===== src/rtl/ram_master.sv =====
// ram_master: burst RAM master (write/read bursts, 2-credit read buffer); RAM_MASTER_WRAP_ERR_EN rejects wrapping bursts
module ram_master #(
  parameter int ADDR_W = 8,
  parameter int DATA_W = 32
) (
  input  logic              clk_i,
  input  logic              rst_i,
  input  logic              cmd_valid_i,
  output logic              cmd_ready_o,
  input  logic              cmd_we_i,
  input  logic [ADDR_W-1:0] cmd_addr_i,
  input  logic [ADDR_W-1:0] cmd_len_i,
  input  logic              wr_valid_i,
  output logic              wr_ready_o,
  input  logic [DATA_W-1:0] wr_data_i,
  output logic              rd_valid_o,
  input  logic              rd_ready_i,
  output logic [DATA_W-1:0] rd_data_o,
  output logic              ram_cs_o,
  output logic              ram_we_o,
  output logic [ADDR_W-1:0] ram_addr_o,
  output logic [DATA_W-1:0] ram_data_o,
  input  logic [DATA_W-1:0] ram_data_i,
  output logic              done_o,
  output logic              err_o
);
  typedef enum logic [1:0] {IDLE, WRITE, READ, DRAIN} state_t;
  localparam logic [ADDR_W-1:0] one_a = 1;
  localparam logic [ADDR_W:0] one_r = 1;
  state_t state;
  logic [ADDR_W-1:0] addr;
  logic [ADDR_W:0] rem;
  logic [1:0] credits, cnt;
  logic cap, wptr, rptr, pop, issue, bad;
  logic [DATA_W-1:0] fifo [2];
  assign cmd_ready_o = state == IDLE;
  assign wr_ready_o = state == WRITE && rem != '0;
  assign rd_valid_o = cnt != 2'd0;
  assign rd_data_o = fifo[rptr];
  assign pop = rd_valid_o & rd_ready_i;
  assign issue = (state == IDLE && cmd_valid_i && !cmd_we_i && !bad) ||
                 (state == READ && (credits != 2'd0 || pop));
`ifdef RAM_MASTER_WRAP_ERR_EN
  assign bad = ({1'b0, cmd_addr_i} + {1'b0, cmd_len_i}) > {1'b0, {ADDR_W{1'b1}}};
`else
  assign bad = 1'b0;
`endif
  // Read-return storage; occupancy and pointers live in the control block
  always_ff @(posedge clk_i)
    if (cap) fifo[wptr] <= ram_data_i;
  // Burst FSM with registered RAM bus, read credits and buffer bookkeeping
  always_ff @(posedge clk_i) begin
    if (rst_i) begin
      state <= IDLE;
      addr <= '0;
      rem <= '0;
      credits <= 2'd2;
      cnt <= 2'd0;
      cap <= 1'b0;
      wptr <= 1'b0;
      rptr <= 1'b0;
      ram_cs_o <= 1'b0;
      ram_we_o <= 1'b0;
      ram_addr_o <= '0;
      ram_data_o <= '0;
      done_o <= 1'b0;
      err_o <= 1'b0;
    end else begin
      ram_cs_o <= 1'b0;
      ram_we_o <= 1'b0;
      done_o <= 1'b0;
      err_o <= 1'b0;
      cap <= ram_cs_o & ~ram_we_o;
      credits <= credits - {1'b0, issue} + {1'b0, pop};
      cnt <= cnt + {1'b0, cap} - {1'b0, pop};
      wptr <= wptr ^ cap;
      rptr <= rptr ^ pop;
      case (state)
        IDLE:
          if (cmd_valid_i) begin
            err_o <= bad;
            if (!bad && cmd_we_i) begin
              state <= WRITE;
              addr <= cmd_addr_i;
              rem <= {1'b0, cmd_len_i} + one_r;
            end else if (!bad) begin
              state <= cmd_len_i == '0 ? DRAIN : READ;
              ram_cs_o <= 1'b1;
              ram_addr_o <= cmd_addr_i;
              addr <= cmd_addr_i + one_a;
              rem <= {1'b0, cmd_len_i};
            end
          end
        WRITE:
          if (rem == '0) begin
            state <= IDLE;
            done_o <= 1'b1;
          end else if (wr_valid_i) begin
            ram_cs_o <= 1'b1;
            ram_we_o <= 1'b1;
            ram_addr_o <= addr;
            ram_data_o <= wr_data_i;
            addr <= addr + one_a;
            rem <= rem - one_r;
          end
        READ:
          if (issue) begin
            ram_cs_o <= 1'b1;
            ram_addr_o <= addr;
            addr <= addr + one_a;
            rem <= rem - one_r;
            if (rem == one_r) state <= DRAIN;
          end
        DRAIN:
          if (pop && credits == 2'd1) begin
            state <= IDLE;
            done_o <= 1'b1;
          end
      endcase
    end
  end
endmodule


===== config.mk =====
export PLATFORM = sky130hd
export DESIGN_NAME = ram_master
export DESIGN_NICKNAME = d
export VERILOG_FILES = /design/src/rtl/ram_master.sv
export SDC_FILE = /design/constraint.sdc
export NUM_CORES = 1
export LEC_CHECK = 0
export BUFFER_PORTS_ARGS = -buffer_cell sky130_fd_sc_hd__clkbuf_2
export CELL_PAD_IN_SITES_DETAIL_PLACEMENT = 1
export CELL_PAD_IN_SITES_GLOBAL_PLACEMENT = 1
export CORE_MARGIN = 2
export CORE_UTILIZATION = 43
export DETAILED_ROUTE_END_ITERATION = 8
export PLACE_DENSITY = 0.94
export SETUP_SLACK_MARGIN = 0.02
export SLEW_MARGIN = 30
export SYNTH_ARGS = -nofsm -noshare
export SYNTH_HDL_FRONTEND = slang
export SYNTH_SLANG_ARGS = --single-unit

===== constraint.sdc =====
create_clock -name clk_i -period 3.3 [get_ports clk_i]
set_input_delay 0.495 -clock clk_i [delete_from_list [all_inputs] [get_ports clk_i]]
set_output_delay 0.495 -clock clk_i [all_outputs]
set_load 0.1 [all_outputs]

==> metrics.txt, run 1 <==
RD Place Congestion=0.775; core footprint=13200 µm²; Longest Clk Path Bufs=2; Ports=165; Worst Setup End Kind=primary output; gate count after technology mapping=540; nets=803; row count=42; CP Cell Sequence=inv_1 > ha_1 > nand2b_1 > o31a_1 > clkbuf_2; crit-path leading delay family=buffers and inverters; Root Buffer=clkbuf_16; Worst-Margin Slew=0.909 ns; DRT Wirelength=16800 µm; CP bufs+invs=2; grt total ovfl=0; CTS H-Tree Depth=4; Pleak=3.01 nW; Syn. warnings=0; fraction of registers with async set/reset=0; Psw=3.59 mW; vias in the first global route=4984; Switching Fraction=0.463; post-synthesis cell area=5840 µm²; die area=14500 µm²; clk_lat worst skew=0.41 ns; worst hold path type=input pin to flop; Worst Skew=0.00951 ns; layout cell share with drive strength beyond 1=0.340; first-pass GRT wire length=26100 µm; post-CTS resize count=0; P&R area growth vs syn=27.5%; setup TNS=0 ns; #FFs+latches synth=133; most frequent cells in the layout=clkbuf_2 (162), nand2_1 (87), dfxtp_1 (69); initial antenna violation count=0; via count=4684; RSZ-0062 raised after global routing=no; Max Slew Vio Count=0; Clk pwr share=0.269; Vias/cell=5.27; final worst slack=0.679 ns; Comb power frac=0.444; VDD IR max=0.513 mV; sequential share of power=0.287; routed length per instance=18.9 µm; Max Clock Freq=382 MHz; Post-CTS Hold Fix Bufs=0; routing usage on met2=0.438; crit path time final=2.62 ns; Worst-path clk slew=0.06 ns; Most Used Layer, Global Route=met2; Levels on crit path=5; status=completed; Initial Util=0.441; Die Span Y=121 µm; Antenna Nets Post-Route=0; total nets after synthesis=644; CTS tree=done; number of detailed-route iterations in the first pass=4; Setup crit end=wr_ready_o; GRT Total Usage=0.233; n_diodes=0; Critical-path top delay cell=clkbuf_2; Top FF cell, synth=dfxtp_1; post-route DRC violation count=0; Post-CTS Setup Bufs=0; total CTS buffers=17; met1 global-route usage=0.252; Crit Path Class=flop to primary output; detailed placer's ending HPWL=11900 µm; Hold Fails Final Rpt=0; Place WS=0.865 ns; Startpoint Class=flop; crit path from=rem[0]; die span in x=121 µm; Post-synth EDFFs=64; initial drt markers=212; Required @ worst endpoint=2.80 ns; setup slack, reg-to-reg=0.95 ns; Final period util=0.794; arrival time worst endpoint=2.13 ns; Mean Syn Cell Area=10.8 µm²; PortBufs=163; largest net degree at the start of global routing=45; CP max FO=8; relative slew slack=0.394; GR Layer Usage met3=0.0618; Seq/Total Area, Yosys=0.566; most common cell after layout, fill and taps aside=clkbuf_2; worst reg-to-reg path cell count=7; CTS sink count=133; reg-to-reg endpoint=addr[3]; max incr delay on CP=0.50 ns; Netlist cell types=52; MaxCap Viol Count=0; P per Cell Area=1040 nW/µm²; final setup fails=0; reg-to-reg startpoint=rem[0]; Int Pwr=4.16 mW
==> Yosys cell counts, types with 3 or more instances <==
| cell type | instances | area [µm²] |
|---|---|---|
| o31a_1 | 4 | 35.0 |
| nor3_1 | 4 | 20.0 |
| clkbuf_1 | 19 | 71.3 |
| nand4b_1 | 3 | 26.3 |
| xor2_1 | 9 | 78.8 |
| inv_1 | 20 | 75.1 |
| mux2i_1 | 10 | 100 |
| o21ai_0 | 17 | 85.1 |
| a21oi_1 | 48 | 240 |
| nor2b_1 | 7 | 43.8 |
| edfxtp_1 | 64 | 1920 |
| nand4_1 | 3 | 18.8 |
| nor2_1 | 26 | 97.6 |
| xnor2_1 | 11 | 96.3 |
| a31oi_1 | 4 | 25.0 |
| nand3b_1 | 4 | 30.0 |
| dfxtp_1 | 69 | 1380 |
| o211ai_1 | 8 | 60.1 |
| nand2_1 | 87 | 327 |
| buf_2 | 7 | 35.0 |
| mux2_2 | 32 | 360 |
| nand3_1 | 10 | 50.1 |
| nand2b_1 | 6 | 37.5 |
| or3_1 | 7 | 43.8 |
| a211oi_1 | 10 | 75.1 |
| ha_1 | 18 | 225 |
==> metal layers <==
layer | vias up | share of wire
met5 | - | 0
met1 | 2275 | 0.39
met3 | 26 | 0.058
met4 | 0 | 0.017
li1 | 2237 | -
met2 | 146 | 0.54
==> worst min-delay path by stage <==
stage,from,end,slack [ns],cells past startpoint
2_1_floorplan,rem[7],rem[7],0.45,2
3_3_place_gp,ram_data_o[6],ram_data_o[6],0.44,2
3_5_place_dp,ram_data_o[20],ram_data_o[20],0.45,2
4_1_cts,ram_data_i[17],fifo[1][17],0.25,1
5_1_grt,ram_data_i[17],fifo[0][17],0.26,1
6_report,ram_data_i[17],fifo[1][17],0.27,1
==> area by class of cell <==
class	instances	area (µm²)
fillers	1488	5800
inverters	20	75.1
multi-input cells	356	2320
flip-flops and latches	133	3300
clock buffers	18	429
repair buffers	171	876
well taps	176	220
clock inverters	14	226
==> logic make-up (layout without fill, tap and decap cells) <==
group           after synthesis  count (layout)  synth area share
simple gates                169             169             0.134
flops                       133             133             0.566
compound gates              106             106             0.114
buf+inv                      51             223            0.0381
mux                          42              42            0.0789
xor+xnor                     20              20            0.0300
fa+ha+maj                    18              18            0.0386
other cells                   1               1          0.000642
==> flip-flops by register name, indices dropped and copies added, names as in the netlist, 2 cells and up <==
signal and count:
fifo 64, ram_data_o 32, rem 9, addr 8
ram_addr_o 8, cnt 2, credits 2, state 2
==> metrics by stage <==
| step | std cells | instance area, µm² | power, mW | hold WS, ns | utilization |
|---|---|---|---|---|---|
| 6_report | 888 | 7450 | 7.74 | 0.274 | 0.562 |
| 5_1_grt | 888 | 7450 | 8.10 | 0.258 | 0.562 |
| 4_1_cts | 887 | 7440 | 7.78 | 0.255 | 0.562 |
| 3_5_place_dp | 855 | 6780 | 5.67 | 0.448 | 0.512 |
| 3_3_place_gp | 855 | 6780 | 5.52 | 0.442 | 0.512 |
| 2_1_floorplan | 540 | 5840 | 5.07 | 0.449 | - |
==> power by group through the flow <==
stage                     registers [mW]  logic, mW  clock network [mW]
after floorplan                     2.91       2.15                   0
after global routing                2.26       3.65                2.19
final                               2.23       3.44                2.08
after CTS                           2.22       3.44                2.11
after detailed placement            2.25       3.42                   0
after global placement              2.22       3.30                   0
==> worst reg2reg max path: stages (launching register included) <==
cell	delay [ns]
dfxtp_1	0.48
inv_1	0.14
ha_1	0.23
nand2b_1	0.11
o31a_1	0.20
o211a_1	0.62
nor2_1	0.13
a2111oi_2	0.32
Note: power is estimated with default switching activity, not from simulation.
==> run 2: changes to the inputs <==
--- a/config.mk
+++ b/config.mk
@@ -9,9 +9,9 @@
 export CELL_PAD_IN_SITES_DETAIL_PLACEMENT = 1
 export CELL_PAD_IN_SITES_GLOBAL_PLACEMENT = 1
 export CORE_MARGIN = 2
-export CORE_UTILIZATION = 43
+export CORE_UTILIZATION = 40
 export DETAILED_ROUTE_END_ITERATION = 8
-export PLACE_DENSITY = 0.94
+export PLACE_DENSITY = 0.89
 export SETUP_SLACK_MARGIN = 0.02
 export SLEW_MARGIN = 30
 export SYNTH_ARGS = -nofsm -noshare
==> constraint.sdc (replaced) <==
create_clock -name clk_i -period 2.6 [get_ports clk_i]
set_input_delay 0.39 -clock clk_i [delete_from_list [all_inputs] [get_ports clk_i]]
set_output_delay 0.39 -clock clk_i [all_outputs]
set_load 0.1 [all_outputs]
==> run 2 against run 1 <==
Critical path depth unchanged; final cell count increased by 1.1%; register-to-register slack got worse by 0.62 ns; critical path type unchanged; critical endpoint unchanged; largest cell class unchanged; largest power group unchanged.
==> metrics.txt, run 2 (synthesis results as in run 1) <==
status=completed (unchanged); Core Util, Final=0.512 (was 0.562); final worst slack=0.152 ns (was 0.679 ns); Placed Instance Area=6830 µm² (was 6780 µm²); most frequent cells in the layout=clkbuf_2 (161), nand2_1 (87), dfxtp_1 (69) (was clkbuf_2 (162), nand2_1 (87), dfxtp_1 (69)); CP max FO=8 (unchanged); Crit Path Class=flop to primary output (unchanged); number of detailed-route iterations in the first pass=4 (unchanged); row count=44 (was 42); CTS sink count=133 (unchanged); P per Cell Area=1270 nW/µm² (was 1040 nW/µm²); nets=805 (was 803); initial antenna violation count=0 (unchanged); die area=15600 µm² (was 14500 µm²); Longest Clk Path Bufs=2 (unchanged); FF+latch area=3300 µm² (unchanged); placed cells=866 (was 855); worst reg-to-reg path cell count=7 (unchanged); M1 wire length=6690 µm (was 6460 µm); Pleak=2.97 nW (was 3.01 nW); Place WS=0.310 ns (was 0.865 ns); Total Power=9.42 mW (was 7.74 mW); worst hold path type=input pin to flop (unchanged); grt total ovfl=0 (unchanged); max reg flops=64 (unchanged); met3 wire len=853 µm (was 973 µm); Largest regs=fifo (64), ram_data_o (32), rem (9) (unchanged); setup TNS=0 ns (unchanged); detailed placer's ending HPWL=11800 µm (was 11900 µm); RD Place Congestion=0.830 (was 0.775); MaxCap Viol Count=0 (unchanged); post-route DRC violation count=0 (unchanged); P&R area growth vs syn=26.5% (was 27.5%); Max Slew Vio Count=0 (unchanged); die span in x=125 µm (was 121 µm); layout cell share with drive strength beyond 1=0.338 (was 0.340); routed length per instance=17.6 µm (was 18.9 µm); most common cell after layout, fill and taps aside=clkbuf_2 (unchanged); Final Non-Filler Cells=898 (was 888); via count=4637 (was 4684); core footprint=14400 µm² (was 13200 µm²); Max Clock Freq=409 MHz; Initial Util=0.405 (was 0.441); vias in the first global route=4884 (was 4984); RSZ-0062 raised after global routing=no (unchanged); Startpoint Class=flop (unchanged); final setup fails=0 (unchanged); VDD IR max=0.633 mV (was 0.513 mV); Worst Setup End Kind=primary output (unchanged); Fillers=1613 (was 1488); clk_lat worst skew=0.42 ns (was 0.41 ns); worst hold slack=0.164 ns (was 0.274 ns); CTS H-Tree Depth=4 (unchanged); multi-input logic area=2310 µm² (was 2320 µm²); Root Buffer=clkbuf_16 (unchanged); Worst-Margin Slew=0.856 ns (was 0.909 ns); n_diodes=0 (unchanged); total CTS buffers=17 (unchanged); Worst Skew=0.00571 ns (was 0.00951 ns); Ports=165 (unchanged); arrival time worst endpoint=2.06 ns (was 2.13 ns); GRT Total Usage=0.207 (was 0.233); Largest Register=fifo (unchanged); Antenna Nets Post-Route=0 (unchanged); PortBufs=163 (unchanged); met2 WL=8020 µm (was 9030 µm); Required @ worst endpoint=2.21 ns (was 2.80 ns); relative slew slack=0.430 (was 0.394); final non-filler cell area=7390 µm² (was 7450 µm²); Hold Fails Final Rpt=0 (unchanged); CTS tree=done (unchanged); largest net degree at the start of global routing=36 (was 45); crit path time final=2.45 ns; Worst-path clk slew=0.06 ns (about the same); first-pass GRT wire length=25600 µm (was 26100 µm); Post-CTS Hold Fix Bufs=0 (unchanged); Final period util=0.942; Die Span Y=125 µm (was 121 µm); Min-Delay Path Depth=1 (unchanged); max layer used=met4 (unchanged); Vias/cell=5.16 (was 5.27); initial drt markers=210 (was 212); DRT Wirelength=15800 µm (was 16800 µm)
[run 2: critical path, stage by stage, from the launching register on]
cell and delay (ns):
dfxtp_1 0.46, inv_1 0.14, ha_1 0.21, nand2b_1 0.10, o31a_1 0.25, buf_2 0.47
[run 2: worst paths after layout]
check / from / end / slack [ns]
worst min-delay path: ram_data_i[15] / fifo[0][15] / 0.16
worst max-delay path: rem[0] / wr_ready_o / 0.15
worst max register to register: state[1] / rem[0] / 0.33
worst min register to register: ram_we_o / cap / 0.44
[run 2: cell type report]
cell class | instances | share of cell area
inverter | 20 | 0.0102
clock inverter | 12 | 0.0142
sequential | 133 | 0.447
multi-input combinational | 356 | 0.313
timing repair buffer | 173 | 0.123
clock buffer | 20 | 0.0618
tap | 184 | 0.0312
[run 2: timing repair]
item,CTS,global route
gates resized for setup,0,1
setup buffers,0,0
setup endpoints to repair,0,1
[run 2: metal layers]
metal  vias up  track usage
met2       136        0.357
met4         0       0.0752
met3        20       0.0524
li1       2229            -
met5         -            0
met1      2252        0.250
[run 2: report_power, final]
group	total, mW	switching [mW]	internal (mW)
clock network	2.26	0.899	1.36
registers	2.82	0.266	2.55
logic	4.34	3.32	1.02
total	9.42	4.49	4.93
==> run 3: changes to the inputs <==
==> constraint.sdc (replaced) <==
create_clock -name clk_i -period 2.4 [get_ports clk_i]
set_input_delay 0.36 -clock clk_i [delete_from_list [all_inputs] [get_ports clk_i]]
set_output_delay 0.36 -clock clk_i [all_outputs]
set_load 0.1 [all_outputs]
==> run 3 against run 2 <==
Routed wire length grew 7.1%; largest power group unchanged; hold slack got worse by 0.023 ns; first-iteration DRC count up 35%; largest cell class unchanged.
==> metrics.txt, run 3 (synthesis results as in run 1) <==
initial antenna violation count=0 (unchanged); Root Buffer=clkbuf_16 (unchanged); min-delay src=ram_data_i[2] (was ram_data_i[15]); initial drt markers=284 (was 210); die area=15600 µm² (unchanged); Required @ worst endpoint=2.04 ns (was 2.21 ns); Hold Fails Final Rpt=0 (unchanged); CTS H-Tree Depth=4 (unchanged); Worst Setup End Kind=primary output (unchanged); clk_lat worst skew=0.42 ns (about the same); met1 global-route usage=0.260 (was 0.250); vias in the first global route=5104 (was 4884); worst hold slack=0.141 ns (was 0.164 ns); Die Span Y=125 µm (unchanged); row count=44 (unchanged); Comb power frac=0.487 (was 0.461); routed length per instance=18.8 µm (was 17.6 µm); MaxCap Viol Count=0 (unchanged); number of detailed-route iterations in the first pass=4 (unchanged); final setup fails=0 (unchanged); Most Used Layer, Global Route=met2 (unchanged); Clk pwr share=0.232 (was 0.240); post-route DRC violation count=0 (unchanged); GRT Total Usage=0.220 (was 0.207); RD Place Congestion=0.833 (was 0.830); Worst Skew=0.0154 ns (was 0.00571 ns); most frequent cells in the layout=clkbuf_2 (130), nand2_1 (87), dfxtp_1 (69) (was clkbuf_2 (161), nand2_1 (87), dfxtp_1 (69)); Initial Util=0.405 (unchanged); setup slack, reg-to-reg=0.20 ns (was 0.33 ns); Worst-path clk slew=0.06 ns (about the same); sequential share of power=0.281 (was 0.299); die span in x=125 µm (unchanged); Final period util=0.961; Fillers=1584 (was 1613); worst hold path type=input pin to flop (unchanged); PortBufs=163 (unchanged); Min-Delay Path Depth=1 (unchanged); Max Slew Vio Count=0 (unchanged); CTS tree=done (unchanged); Ports=165 (unchanged); status=completed (unchanged); Vias/cell=5.29 (was 5.16); reg-to-reg startpoint=rem[0] (was state[1]); Psw=5.02 mW (was 4.49 mW); largest net degree at the start of global routing=38 (was 36); relative slew slack=0.470 (was 0.430); max reg flops=64 (unchanged); CTS sink count=133 (unchanged); setup TNS=0 ns (unchanged); Final Non-Filler Cells=899 (was 898); placed cells=867 (was 866); Post-CTS Setup Bufs=0 (unchanged); Switching Fraction=0.461 (was 0.477); FF+latch area=3300 µm² (unchanged); DRT Wirelength=16900 µm (was 15800 µm); detailed placer's ending HPWL=12200 µm (was 11800 µm); Startpoint Class=flop (unchanged); Antenna Nets Post-Route=0 (unchanged); total CTS buffers=17 (unchanged); Worst-Margin Slew=0.795 ns (was 0.856 ns); crit path time final=2.31 ns; n_diodes=0 (unchanged); VDD IR max=0.631 mV (was 0.633 mV); routing usage on met2=0.392 (was 0.357); Max Clock Freq=434 MHz; Longest Clk Path Bufs=2 (unchanged); GR Layer Usage met3=0.0528 (was 0.0524); layout cell share with drive strength beyond 1=0.345 (was 0.338); P per Cell Area=1380 nW/µm² (was 1270 nW/µm²); Worst Hold End=fifo[1][2] (was fifo[0][15]); arrival time worst endpoint=1.95 ns (was 2.06 ns); core footprint=14400 µm² (unchanged); Largest Register=fifo (unchanged); via count=4760 (was 4637); reg-to-reg endpoint=rem[6] (was rem[0]); grt total ovfl=0 (unchanged); multi-input logic area=2320 µm² (was 2310 µm²); Largest regs=fifo (64), ram_data_o (32), rem (9) (unchanged); CP max FO=7 (was 8); RSZ-0062 raised after global routing=no (unchanged); worst reg-to-reg path cell count=7 (unchanged); P&R area growth vs syn=35.2% (was 26.5%); nets=806 (was 805); Int Pwr=5.88 mW (was 4.93 mW); Crit Path Class=flop to primary output (unchanged); first-pass GRT wire length=27000 µm (was 25600 µm); most common cell after layout, fill and taps aside=clkbuf_2 (unchanged); Pleak=3.15 nW (was 2.97 nW)
## run 3: cell count changes in the layout (fill, tap and decap cells not counted), moves of 2 or more
cell	delta
clkbuf_8	-2
inv_6	+3
buf_12	+32
clkinv_4	-2
clkbuf_2	-31
## run 3: area by class of cell
| type | instances | area share |
|---|---|---|
| Sequential cell | 133 | 0.418 |
| Multi-Input combinational cell | 356 | 0.293 |
| Timing Repair Buffer | 174 | 0.176 |
| Clock buffer | 17 | 0.0539 |
| Tap cell | 184 | 0.0292 |
| Clock inverter | 15 | 0.0193 |
| Inverter | 20 | 0.00951 |
## run 3: critical path: stages (launching register included)
cell	delay, ns
dfxtp_1	0.35
or3_1	0.42
buf_4	0.18
o31a_2	0.34
buf_4	0.25
## run 3: timing repair
item                       CTS  global route
hold buffers                 0             0
pin swaps                    0             0
gates resized for setup      1             2
setup endpoints to repair    1             7
## run 3: metrics by stage
stage	power (mW)	setup slack (ns)	area, µm²	utilization
floorplan	6.97	0.160	5840	-
global placement	8.20	0.300	7320	0.507
detailed placement	8.40	0.130	7320	0.507
CTS	11.0	0.0351	7900	0.548
global route	11.4	0.0346	7900	0.548
finish	10.9	0.0946	7900	0.548
## run 3: how the worst max path moves through the flow
stage | startpoint | end | slack, ns | cells past startpoint
3_3_place_gp | rem[0] | addr[3] | 0.30 | 7
6_report | rem[2] | wr_ready_o | 0.09 | 4
4_1_cts | rem[2] | wr_ready_o | 0.04 | 4
5_1_grt | rem[2] | wr_ready_o | 0.03 | 4
2_1_floorplan | state[0] | credits[1] | 0.16 | 11
3_5_place_dp | rem[0] | addr[3] | 0.13 | 7
## run 3: power groups by stage
stage | Combinational, mW | Sequential, mW | Clock, mW
after floorplan | 2.97 | 4.00 | 0
after global placement | 5.14 | 3.06 | 0
after detailed placement | 5.30 | 3.10 | 0
after CTS | 5.33 | 3.06 | 2.59
after global routing | 5.58 | 3.11 | 2.67
final | 5.30 | 3.06 | 2.53
## run 3: layer usage
metal  share of wire  routed length, µm
met5               0                  0
met4           0.019                322
met3           0.049                824
met2            0.52               8740
met1            0.42               7040
